## config.mk

```make
export PLATFORM = sky130hd
export DESIGN_NAME = sram_arbiter
export DESIGN_NICKNAME = d
export VERILOG_FILES = /design/src/rtl/sram_arbiter.sv
export SDC_FILE = /design/constraint.sdc
export NUM_CORES = 1
export LEC_CHECK = 0
export BUFFER_PORTS_ARGS = -buffer_cell sky130_fd_sc_hd__buf_2
export CORE_UTILIZATION = 39
export DETAILED_ROUTE_END_ITERATION = 10
export GPL_TIMING_DRIVEN = 0
export PLACE_DENSITY = 0.67
export SLEW_MARGIN = 40
export SYNTH_ARGS = -nofsm -noshare
export SYNTH_HDL_FRONTEND = slang
export SYNTH_SLANG_ARGS = --single-unit
```

## constraint.sdc

```tcl
create_clock -name i_clk -period 2.4 [get_ports i_clk]
set_input_delay 0.48 -clock i_clk [delete_from_list [all_inputs] [get_ports i_clk]]
set_output_delay 0.48 -clock i_clk [all_outputs]
set_load 0.05 [all_outputs]
```

## src/rtl/sram_arbiter.sv

```systemverilog
// Shares one asynchronous SRAM between the recorder (writes) and the DSP (reads).
// Round-robin grant, fixed-length accesses, one IDLE turnaround cycle between them.
module sram_arbiter #(
   parameter int unsigned ACC_CYCLES = 2
) (
   input  logic        i_clk,
   input  logic        i_rst,
   input  logic        i_rec_req,
   input  logic [19:0] i_rec_addr,
   input  logic [15:0] i_rec_wdata,
   output logic        o_rec_ack,
   input  logic        i_dsp_req,
   input  logic [19:0] i_dsp_addr,
   output logic        o_dsp_ack,
   output logic [15:0] o_dsp_rdata,
   output logic [19:0] o_SRAM_ADDR,
   output logic        o_SRAM_WE_N,
   output logic        o_SRAM_CE_N,
   output logic        o_SRAM_OE_N,
   output logic        o_SRAM_LB_N,
   output logic        o_SRAM_UB_N,
   output logic        o_dq_oe,
   output logic [15:0] o_dq_out,
   input  logic [15:0] i_dq_in,
   output logic        o_busy
);

   typedef enum logic [1:0] {IDLE, WRITE, READ} state_t;

   localparam logic [3:0] LAST = 4'(ACC_CYCLES - 1);

   state_t     state;
   logic [3:0] cnt;
   logic       last_rec;
   logic       rec_ok;
   logic       dsp_ok;
   logic       pick_rec;

   // a requester that is being acked this cycle has not yet seen its ack
   assign rec_ok   = i_rec_req & ~o_rec_ack;
   assign dsp_ok   = i_dsp_req & ~o_dsp_ack;
   assign pick_rec = rec_ok & (~dsp_ok | ~last_rec);

   always_ff @(posedge i_clk or posedge i_rst) begin
      if (i_rst) begin
         state       <= IDLE;
         cnt         <= '0;
         last_rec    <= 1'b0;
         o_rec_ack   <= 1'b0;
         o_dsp_ack   <= 1'b0;
         o_dsp_rdata <= '0;
         o_SRAM_ADDR <= '0;
         o_SRAM_WE_N <= 1'b1;
         o_SRAM_CE_N <= 1'b1;
         o_SRAM_OE_N <= 1'b1;
         o_SRAM_LB_N <= 1'b1;
         o_SRAM_UB_N <= 1'b1;
         o_dq_oe     <= 1'b0;
         o_dq_out    <= '0;
         o_busy      <= 1'b0;
      end else begin
         o_rec_ack <= 1'b0;
         o_dsp_ack <= 1'b0;
         case (state)
            IDLE: begin
               if (rec_ok | dsp_ok) begin
                  cnt         <= '0;
                  o_busy      <= 1'b1;
                  o_SRAM_CE_N <= 1'b0;
                  o_SRAM_LB_N <= 1'b0;
                  o_SRAM_UB_N <= 1'b0;
                  if (pick_rec) begin
                     state       <= WRITE;
                     last_rec    <= 1'b1;
                     o_SRAM_ADDR <= i_rec_addr;
                     o_dq_out    <= i_rec_wdata;
                     o_SRAM_WE_N <= 1'b0;
                     o_dq_oe     <= 1'b1;
                  end else begin
                     state       <= READ;
                     last_rec    <= 1'b0;
                     o_SRAM_ADDR <= i_dsp_addr;
                     o_SRAM_OE_N <= 1'b0;
                  end
               end
            end
            WRITE, READ: begin
               if (cnt == LAST) begin
                  state       <= IDLE;
                  o_busy      <= 1'b0;
                  o_SRAM_WE_N <= 1'b1;
                  o_SRAM_CE_N <= 1'b1;
                  o_SRAM_OE_N <= 1'b1;
                  o_SRAM_LB_N <= 1'b1;
                  o_SRAM_UB_N <= 1'b1;
                  o_dq_oe     <= 1'b0;
                  if (state == READ) begin
                     o_dsp_rdata <= i_dq_in;
                     o_dsp_ack   <= 1'b1;
                  end else begin
                     o_rec_ack   <= 1'b1;
                  end
               end else begin
                  cnt <= cnt + 4'd1;
               end
            end
            default: state <= IDLE;
         endcase
      end
   end

endmodule

```

-- Word level (Yosys, flattened, before mapping)
Cells that the tools add are included.
- register bits: 66
- input bits: 76
- logic and storage cells: 72
- output and inout bits: 61
- add/sub/neg operators: 1
- muxes and demuxes: 30
- equal/unequal tests: 8
- bitwise operators: 9
- reduce and logical (&&, ||, !) cells: 11
- operators with widths (cell ; number):
    $mux W20 ; 1
    $mux W1 ; 17
    $reduce_and A3 Y1 ; 4
    $ne A2 B2 Y1 const B ; 5
    $pmux W1 S2 ; 5
    $mux W4 ; 2
    $pmux W4 S2 ; 1
    $reduce_and A4 Y1 ; 2
    $mux W2 ; 3
    $add A4 B1 Y4 const B ; 1
    $eq A4 B1 Y1 const B ; 1
    $not A1 Y1 ; 4
    $pmux W2 S2 ; 1
    $reduce_and A2 Y1 ; 2
    $and A1 B1 Y1 ; 3
    $eq A2 B1 Y1 const B ; 1
    $eq A2 B2 Y1 const B ; 1
    $logic_not A2 Y1 ; 1
    $or A1 B1 Y1 ; 2
    $reduce_bool A2 Y1 ; 1
    $reduce_or A2 Y1 ; 1

-- Longest topological paths before layout
Gate-level depths: netlist of the first run.
- depth in word-level cells: 8
- gate-level depth with buffers: 7
- depth with buffers taken out: 5

-- Worst setup path before layout of the first run
Ideal clock, no wire load.
- path type: register to register
- from: register o_dsp_ack
- to: register o_dq_out[0]
- buffers on the path: 2
- cell stages (with the launch flop): 6
- slack: 0.463 ns
- period minus slack after synthesis: 1.937 ns
- arrival: 1.812 ns
- cells stage by stage: dfrtp_1 and3b_1 clkbuf_1 nor3_4 buf_8 mux2_4
- word-level cells in the longest chain between the ends: 6
- elaborated cells on any way between the ends: 7
- RTL lines (element ; line ; RTL):
    from (decl) ; 14 ; output logic o_dsp_ack,
    from (signal assigned) ; 50 ; o_dsp_ack <= 1'b0;
    from (signal assigned) ; 63 ; o_dsp_ack <= 1'b0;
    from (signal assigned) ; 99 ; o_dsp_ack <= 1'b1;
    $not A1 Y1 (*) ; 41 ; assign dsp_ok = i_dsp_req & ~o_dsp_ack;
    $and A1 B1 Y1 (*) ; 41 ;
    $not A1 Y1 ; 42 ; assign pick_rec = rec_ok & (~dsp_ok | ~last_rec);
    $or A1 B1 Y1 ; 42 ;
    $and A1 B1 Y1 ; 42 ;
    $reduce_and A3 Y1 (no source line) (*) ; -- ;
    to (signal assigned) ; 76 ; o_dq_out <= i_rec_wdata;
    to (decl) ; 23 ; output logic [15:0] o_dq_out,
Mark *: on every way between the ends. The rest lies on a longest branch, timed or not.
A chain may end at the register's enable or synchronous reset.

-- Worst setup path after layout of the first run
- from: register state[1]
- to: register o_dq_out[6]
- word-level cells in the longest chain between the ends: 2
- RTL lines (element ; line ; RTL):
    from (decl) ; 32 ; state_t state;
    from (signal assigned) ; 46 ; state <= IDLE;
    from (signal assigned) ; 73 ; state <= WRITE;
    from (signal assigned) ; 80 ; state <= READ;
    $logic_not A2 Y1 ; 64 ; case (state)
    $reduce_and A3 Y1 (no source line) ; -- ;
No other way between the ends.

==> metrics.txt, run 1 <==
outcome complete, no violations; Seq/Total Area, Yosys 50.7%; worst slack, placed approximately 0.35 ns; Synth Instances 272; grt total ovfl 0; syn_nets roughly 350; ys async rst share 100%; first-pass GRT wire length 13.2 mm; CP arrival ~2.3 ns; WL final 8.23 mm; EDFF count, synth 0; RSZ-0062 raised after global routing no; Synth Warn # 0; Worst Path Required 2.63 ns; Final Max Tran Viols 0; postcts setup bufs 0; Syn Area/Cell roughly 12 um^2; # placed instances 514; CTS Buf Count 9; Max-cap violations 0; Storage cell area 0.00166 mm^2; initial antenna violation count 0; vias per inst 5.35; final period utilization 86.0%; setup tns final 0 ns; clk_skew 0.00594 ns; Clock Latency Late Sink 0.34 ns; Tmin final approximately 2.1 ns; Setup-failing EPs final 0; most common library cell in the layout ignoring fill and taps buf_2; synthesized flop and latch total between 60 and 70; num rows 33; CTS tree done; Final WS setup 0.336 ns; WL/cell roughly 16 um; area delta synth->final 31.6%; Post-DP HPWL 5.93 mm; Hold WC Path Type in -> async; Multi-input gate area 0.00143 mm^2; Filler Cells Inserted between 700 and 800; crit path kind reg -> reg; leak pwr 2.04 nW; Hold-fix buffers, CTS 0; post-synth cell types 44; initial cell density of the core 39.9%; Reg clk slew, reported paths about 0.07 ns; IO Pins roughly 140; largest net degree at the start of global routing 38; die area ~0.0087 mm^2; crit path max fanout 10; Slew Limit Headroom between 50% and 60%; Core ar. 0.00818 mm^2; CP Capture Type flop; Fmax 484 MHz; DRT antenna net count 0; pwr dens ~1700 mW/mm^2; Clock Sinks 66; drt first pass iters 4; diode count 0; port bufs 136; Startpoint Class flop; Root Buffer clkbuf_8; layout cells sized above 1 a little under half; vias in the first global route about 2700; final core occ between 50% and 60%; H-Tree Depth 3; Chip Width 93.5 um; nets@finish 500; placer's final routability congestion estimate 0.773; Primary FF master, synth dfrtp_1; Die Span Y a little over 90 um; most frequent cells in the layout buf_2, dfrtp_1, mux2_2, o21ai_0; Post-Syn Area 0.00326 mm^2; Gates resized, CTS repair 0; Worst-Margin Slew 0.600 ns; Non-Filler Instances 530; total track usage 19.6%; via count 2835; drt initial violations 106; worst vdd rail ir drop roughly 790 uV; clk buf depth 2; DR DRC count 0; Hold Violations, Final 0
==> synthesized netlist by cell type, types with 2 or more instances <==
cell type | count | area share, %
clkbuf_1 | 19 | 2.2
a221oi_1 | 20 | 5.4
nand3b_1 | 3 | 0.69
nand2_1 | 3 | 0.34
a31oi_1 | 3 | 0.57
inv_1 | 11 | 1.3
buf_4 | 3 | 0.69
a2bb2oi_1 | 20 | 5.4
a311oi_1 | 2 | 0.54
dfrtp_1 | 63 | 48
and3b_1 | 21 | 5.6
o21ai_0 | 22 | 3.4
ha_1 | 4 | 1.5
mux2_4 | 8 | 3.7
nand3_1 | 3 | 0.46
dfstp_2 | 3 | 2.4
mux2_2 | 25 | 8.6
nor3b_1 | 2 | 0.46
o221ai_1 | 2 | 0.54
buf_2 | 3 | 0.46
nor2b_1 | 4 | 0.77
o22ai_1 | 2 | 0.38
nor2_1 | 4 | 0.46
nand4_1 | 2 | 0.38
==> worst paths after layout <==
kind                                  start               to  slack, ns  cells after the start
worst max-delay path               state[1]      o_dq_out[6]       0.34                      7
worst min register to register       o_busy           o_busy       0.49                      1
min in group i_clk              i_dq_in[12]  o_dsp_rdata[12]       0.36                      2
max in group asynchronous             i_rst      o_SRAM_WE_N       1.69                      3
worst min-delay path                  i_rst  o_dsp_rdata[10]       0.12                      2
worst max register to register     state[1]      o_dq_out[6]       0.34                      7
==> worst max-delay path, cell delays in order, from the launching register on <==
cell and delay [ns]:
dfrtp_1 0.39, inv_1 0.08, ha_1 0.14, buf_2 0.20, inv_2 0.11, nor3_4 0.48, buf_8 0.23, mux2_4 0.31
==> sequential cells by signal (all words and copies together) (netlist names), 2 cells and up <==
| signal | count |
|---|---|
| o_SRAM_ADDR | 20 |
| o_dq_out | 16 |
| state | 2 |
| o_dsp_rdata | 16 |
| cnt | 4 |
==> kinds of logic (layout without fill, tap and decap cells) <==
| family | count (synthesis) | after routing | synth area share [%] |
|---|---|---|---|
| adders and majority gates | 4 | 4 | 1.53 |
| and+or+nand+nor | 50 | 50 | 11.5 |
| DFF | 66 | 66 | 50.7 |
| AOI/OAI and AO/OA | 79 | 79 | 18.1 |
| buffers and inverters | 39 | 192 | 5.52 |
| muxes | 34 | 34 | 12.6 |
==> metal layers <==
metal	track usage, %	routed length (um)	up-vias
met1	25.4	3680	1391
met3	5.12	565	11
met4	8.08	119	0
met5	0	0	-
li1	-	-	1328
met2	31.3	3860	105
==> cell type report <==
cell class,count,share of cell area (%)
repair buffers,137,16.3
clock buffers,12,3.38
clock inverters,4,1.19
well taps,105,3.06
inverters,12,1.11
flip-flops and latches,66,38.5
plain buffers,27,3.15
multi-input cells,167,33.3
==> power breakdown <==
group	internal, W	total [W]	switching [W]
Combinational	0.00135	0.00428	0.00292
Sequential	0.00167	0.00197	0.000305
Clock	0.000509	0.000935	0.000426
==> per-stage QoR <==
step           instance area (um^2)  hold slack, ns  total power, W
6_report                       4300           0.123         0.00718
5_1_grt                        4300           0.150         0.00758
4_1_cts                        4300           0.128         0.00722
3_5_place_dp                   4100           0.480         0.00627
3_3_place_gp                   4080           0.471         0.00619
2_1_floorplan                  3260           0.481         0.00530
(Power assumes the default switching activity.)
==> inputs of run 2 (changes only) <==
--- a/config.mk
+++ b/config.mk
@@ -10,6 +10,7 @@
 export DETAILED_ROUTE_END_ITERATION = 10
 export GPL_TIMING_DRIVEN = 0
 export PLACE_DENSITY = 0.67
+export REMOVE_ABC_BUFFERS = 1
 export SLEW_MARGIN = 40
 export SYNTH_ARGS = -nofsm -noshare
 export SYNTH_HDL_FRONTEND = slang
==> constraint.sdc (replaced) <==
create_clock -name i_clk -period 2 [get_ports i_clk]
set_input_delay 0.4 -clock i_clk [delete_from_list [all_inputs] [get_ports i_clk]]
set_output_delay 0.4 -clock i_clk [all_outputs]
set_load 0.05 [all_outputs]
==> run 2 against run 1 <==
Compared with the run above: first-iteration DRC count is 48% higher; cell area decreased by 0.52%; via count fell by 2.7%; fmax grew 8.8%; non-clock buffer count shrank 22; hold slack worse by 0.089 ns; cell count fell by 4.0%; core utilization down 0.28 points; clock power is 27% higher; register-to-register slack got worse by 0.23 ns; sequential share of layout area increased by 0.23 points; critical endpoint is now state[0]; largest cell class unchanged.
==> metrics.txt, run 2 (synthesized netlist as in run 1, its figures left out) <==
Max-cap violations 0 (unchanged); diode count 0 (unchanged); IO Pins 137 (unchanged); largest registers o_SRAM_ADDR: 20 flops, o_dq_out: 16 flops, o_dsp_rdata: 16 flops; clk buf depth 2 (unchanged); Reg clk slew, reported paths 0.09 ns (+0.02 ns); Hold Violations, Final 0 (unchanged); leak pwr 2.04 nW (-0.24%); CP arrival 2.12 ns (-0.17 ns); Non-Filler Instances 509 (-4.0%); drt first pass iters 4 (unchanged); Clock Latency Late Sink 0.34 ns (about the same); DRT antenna net count 0 (unchanged); CP startpoint cnt[1]; crit path kind reg -> reg; Die Span Y 93.5 um (unchanged); Hold WC Path Type in -> async; Post-DP HPWL 5.58 mm (-5.9%); NetSw 0.00447 W (+22%); num rows 33 (unchanged); Fmax 527 MHz (+8.8%); Combinational Power Share 58.9% (-0.6 points); Clock Sinks 66 (unchanged); WL/cell 16.7 um (+7.6%); max reg flops 20 (unchanged); clk_skew 0.0119 ns (+0.00598 ns); Hold-fix buffers, CTS 0 (unchanged); worst vdd rail ir drop 1200 uV (+52%); nets@finish 479 (-4.2%); Setup-failing EPs final 0 (unchanged); setup tns final 0 ns (unchanged); Register-to-Register Path Depth 5 (-2); Final Max Tran Viols 0 (unchanged); Worst Path Required 2.23 ns (-0.40 ns); vias in the first global route 2785 (+2.2%); Chip Width 93.5 um (unchanged); Filler Cells Inserted 753 (-0.79%); area delta synth->final 30.9%; Core ar. 0.00818 mm^2 (unchanged); Reg power frac 27.5% (about the same); # placed instances 490 (-4.7%); most common library cell in the layout ignoring fill and taps buf_2; Worst-Margin Slew 0.618 ns (+0.0183 ns); CP Cell Sequence inv_1, ha_1, or3b_1, a32oi_2, mux2_2; outcome complete, no violations; FF-to-FF End state[0]; initial antenna violation count 0 (unchanged); CP Capture Type flop; RSZ-0062 raised after global routing no; Placed Area 0.00402 mm^2 (-2.0%); final period utilization 94.9% (+8.9 points); total track usage 20.3% (+0.70 points); internal reg-to-reg setup slack 0.10 ns (-0.23 ns); P_int 0.00426 W (+21%); Root Buffer clkbuf_8; vias per inst 5.42 (+1.3%); slowest CP cell or3b_1; layout cells sized above 1 51.2% (+3.9 points); pwr dens 2040 mW/mm^2 (+22%); placer's final routability congestion estimate 0.722 (-6.6%); initial cell density of the core 39.9% (unchanged); Clk pwr share 13.6% (+0.6 points); die area 0.00874 mm^2 (unchanged); Tmin final 1.90 ns (-0.166 ns); RR Startpoint cnt[1]; CTS Buf Count 9 (unchanged); WL final 8.51 mm (+3.4%); CTS tree done; most frequent cells in the layout buf_2, dfrtp_1, mux2_2, o21ai_0; Sw Share 51.2% (+0.34 points); crit path max fanout 5 (-5); largest net degree at the start of global routing 39 (+2.6%); via count 2758 (-2.7%); Slew Limit Headroom 58.5% (-1.2 points); drt initial violations 157 (+48%); most flop-heavy register o_SRAM_ADDR; DR DRC count 0 (unchanged); first-pass GRT wire length 13.7 mm (+3.8%); crit path to state[0]; port bufs 136 (unchanged); CP peak stage delay 0.46 ns (-0.02 ns); H-Tree Depth 3 (unchanged); Design Area, Final 0.00427 mm^2 (-0.52%); Startpoint Class flop; grt total ovfl 0 (unchanged)
[run 2: cell types whose count changed in the layout (fill, tap and decap cells not counted), moves of 2 or more]
cell,delta
buf_2,-3
clkbuf_1,-21
nand2b_2,+2
inv_6,+2
[run 2: worst max-delay path: cells and delay by family (launching register included)]
family                     cells  cell delay, ns
muxes                          1            0.36
AOI/OAI and AO/OA              1            0.27
adders and majority gates      1            0.16
buffers and inverters          1            0.10
DFF                            1            0.44
and+or+nand+nor                1            0.46
[run 2: repair_timing]
action,4_1_cts,5_1_grt
resized for setup,3,2
cloned,1,0
setup buffers,2,0
pin swaps,1,0
endpoints found under the setup margin,52,42
[run 2: worst min-delay path by stage]
stage                  start               to  slack [ns]
detailed placement     i_rst  o_dsp_rdata[15]        0.41
CTS                    i_rst  o_SRAM_ADDR[14]        0.03
global route           i_rst  o_SRAM_ADDR[14]        0.06
floorplan           state[0]         state[0]        0.48
finish                 i_rst  o_SRAM_ADDR[15]        0.03
global placement      o_busy           o_busy        0.47
[run 2: stage by stage]
stage	setup WS, ns	hold WS [ns]	util, %	power (W)
final	0.102	0.0338	52.3	0.00873
after global routing	0.00229	0.0613	52.3	0.00919
after CTS	0.00376	0.0344	52.1	0.00876
after detailed placement	-0.460	0.415	49.2	0.00749
after global placement	-1.00	0.472	48.2	0.00733
after floorplan	-0.328	0.481	-	0.00624
[run 2: metal layers]
layer / vias up / routed length, um / part of all wire, % / track usage (%)
li1: 1289 / - / - / -
met1: 1349 / 3820 / 45 / 26.9
met2: 113 / 4020 / 47 / 32.0
met3: 7 / 600 / 7.1 / 5.28
met4: 0 / 74 / 0.87 / 7.56
met5: - / 0 / 0 / 0
[run 2: cell type report]
cell class | count | area (um^2) | area share (%)
Multi-Input combinational cell | 168 | 1470 | 34.3
Clock buffer | 10 | 138 | 3.22
Timing Repair Buffer | 142 | 757 | 17.7
Inverter | 12 | 50.0 | 1.17
Clock inverter | 6 | 72.6 | 1.70
Sequential cell | 66 | 1660 | 38.8
Tap cell | 105 | 131 | 3.07
[run 2: power groups by stage]
stage	Clock (W)	Sequential (W)	Combinational [W]
finish	0.00119	0.00240	0.00514
global route	0.00126	0.00248	0.00545
CTS	0.00123	0.00240	0.00514
detailed placement	0	0.00241	0.00508
global placement	0	0.00239	0.00494
floorplan	0	0.00449	0.00175
==> inputs of run 3 (changes only) <==
--- a/config.mk
+++ b/config.mk
@@ -6,10 +6,9 @@
 export NUM_CORES = 1
 export LEC_CHECK = 0
 export BUFFER_PORTS_ARGS = -buffer_cell sky130_fd_sc_hd__buf_2
-export CORE_UTILIZATION = 39
+export CORE_UTILIZATION = 35
 export DETAILED_ROUTE_END_ITERATION = 10
 export GPL_TIMING_DRIVEN = 0
-export PLACE_DENSITY = 0.67
 export REMOVE_ABC_BUFFERS = 1
 export SLEW_MARGIN = 40
 export SYNTH_ARGS = -nofsm -noshare
==> run 3 against run 2 <==
Compared with the run above: first-iteration DRC count decreased by 26%; sequential share of layout area increased by 0.10 points; routed wire length increased by 1.7%; clock skew decreased by 0.0021 ns; critical endpoint unchanged; largest cell class unchanged; highest routed layer unchanged.
==> metrics.txt, run 3 (synthesized netlist as in run 1, its figures left out) <==
slowest CP cell or3b_1; Fmax 530 MHz (+0.59%); most frequent cells in the layout buf_2, dfrtp_1, mux2_2, o21ai_0, and3b_1; placer's final routability congestion estimate 0.728 (+0.82%); Worst Path Required 2.22 ns (about the same); Tmin final 1.89 ns (-0.0112 ns); drt first pass iters 4 (unchanged); drt initial violations 116 (-26%); initial cell density of the core 36.7% (-3.2 points); max reg flops 20 (unchanged); NetSw 0.00447 W (about the same); buffer and inverter count on the worst path 1 (unchanged); Max-cap violations 0 (unchanged); Non-Filler Instances 513 (+0.79%); num rows 34 (+3.0%); Slew Limit Headroom 60.8% (+2.3 points); Filler Cells Inserted 858 (+14%); Root Buffer clkbuf_8; CTS Buf Count 9 (unchanged); Clock Latency Late Sink 0.34 ns (about the same); largest registers o_SRAM_ADDR: 20 flops, o_dq_out: 16 flops, o_dsp_rdata: 16 flops; final period utilization 94.4% (-0.56 points); nets@finish 480 (+0.21%); CP Cell Sequence inv_1, ha_1, or3b_1, a32oi_2, mux2_2; Startpoint Class flop; port bufs 136 (unchanged); CP Capture Type flop; Combinational Power Share 60.3% (+1.4 points); Multi-input gate area 0.00148 mm^2 (+0.60%); via count 2738 (-0.73%); Setup-failing EPs final 0 (unchanged); DRT antenna net count 0 (unchanged); die area 0.00972 mm^2 (+11%); Hold Violations, Final 0 (unchanged); Chip Width 98.6 um (+5.4%); Core ar. 0.00889 mm^2 (+8.8%); family with the most delay on the worst path simple AND/OR/NAND/NOR gates; leak pwr 2.02 nW (-0.89%); WL final 8.65 mm (+1.7%); Hold-fix buffers, CTS 0 (unchanged); initial antenna violation count 0 (unchanged); clk_skew 0.00979 ns (-0.00213 ns); P_int 0.00415 W (-2.4%); vias per inst 5.34 (-1.5%); RSZ-0062 raised after global routing no; Reg power frac 27.9% (+0.4 points); outcome complete, no violations; H-Tree Depth 3 (unchanged); crit path kind reg -> reg; Sw Share 51.8% (+0.60 points); layout cells sized above 1 51.1% (-0.13 points); pwr dens 2020 mW/mm^2 (-0.96%); Final WS setup 0.113 ns (+0.0112 ns); WL/cell 16.9 um (+0.86%); total track usage 17.9% (-2.4 points); Final Max Tran Viols 0 (unchanged); CTS tree done; most flop-heavy register o_SRAM_ADDR; # placed instances 494 (+0.82%); crit path max fanout 5 (unchanged); grt total ovfl 0 (unchanged); Worst-Margin Slew 0.589 ns (-0.0296 ns); IO Pins 137 (unchanged); Hold WC Path Type in -> async; CP peak stage delay 0.46 ns (about the same); clk buf depth 2 (unchanged); DR DRC count 0 (unchanged); first-pass GRT wire length 13.7 mm (+0.65%); area delta synth->final 30.5%; worst slack, placed -0.486 ns (-0.0257 ns); Clk pwr share 11.9% (-1.7 points); internal reg-to-reg setup slack 0.11 ns (about the same); vias in the first global route 2749 (-1.3%); most common library cell in the layout ignoring fill and taps buf_2; Post-DP HPWL 5.83 mm (+4.5%); Die Span Y 98.6 um (+5.4%); Reg clk slew, reported paths 0.08 ns (about the same); Storage cell area 0.00166 mm^2 (unchanged); worst vdd rail ir drop 1200 uV (-0.43%); Clock Sinks 66 (unchanged); largest net degree at the start of global routing 49 (+26%); diode count 0 (unchanged); CP arrival 2.11 ns (about the same)
==> run 3: what timing repair did <==
action,4_1_cts,5_1_grt
setup buffers,2,0
cloned,0,1
setup endpoints to repair,53,26
gates resized for setup,3,3
pin swaps,1,0
==> run 3: power by group through the flow <==
stage	Sequential (W)	Combinational, W	Clock [W]
2_1_floorplan	0.00449	0.00175	0
3_3_place_gp	0.00239	0.00496	0
3_5_place_dp	0.00240	0.00510	0
4_1_cts	0.00240	0.00514	0.00106
5_1_grt	0.00248	0.00548	0.00112
6_report	0.00240	0.00520	0.00102
==> run 3: worst paths after layout <==
kind,from,end,depth (start not counted)
worst max-delay path,cnt[1],state[0],5
worst min-delay path,i_rst,o_dsp_rdata[4],2
worst max register to register,cnt[1],state[0],5
worst min register to register,o_SRAM_UB_N,o_SRAM_UB_N,2
max in group asynchronous,i_rst,o_SRAM_WE_N,3
min in group i_clk,i_dq_in[13],o_dsp_rdata[13],2
==> run 3: stage by stage <==
stage               hold slack, ns  power (W)  TNS (ns)  util [%]  cell area [um^2]
floorplan                    0.481    0.00624    -14.21         -              3130
global placement             0.473    0.00736    -90.80      44.4              3950
detailed placement           0.447    0.00750     -7.89      45.3              4030
CTS                         0.0696    0.00860         0      47.6              4230
global route                0.0900    0.00909         0      47.9              4260
finish                      0.0686    0.00862         0      47.9              4260
==> run 3: cell type report <==
type	instances	area share, %
inverters	12	1.17
clock inverters	6	0.969
repair buffers	143	17.9
multi-input cells	168	34.6
flip-flops and latches	66	38.9
clock buffers	10	3.23
well taps	108	3.17
==> run 3: routing by layer <==
| layer | vias up | global-route usage (%) | part of all wire (%) |
|---|---|---|---|
| li1 | 1281 | - | - |
| met1 | 1321 | 23.4 | 43 |
| met2 | 130 | 28.0 | 47 |
| met3 | 6 | 6.60 | 9.0 |
| met4 | 0 | 5.17 | 0.81 |
| met5 | - | 0 | 0 |
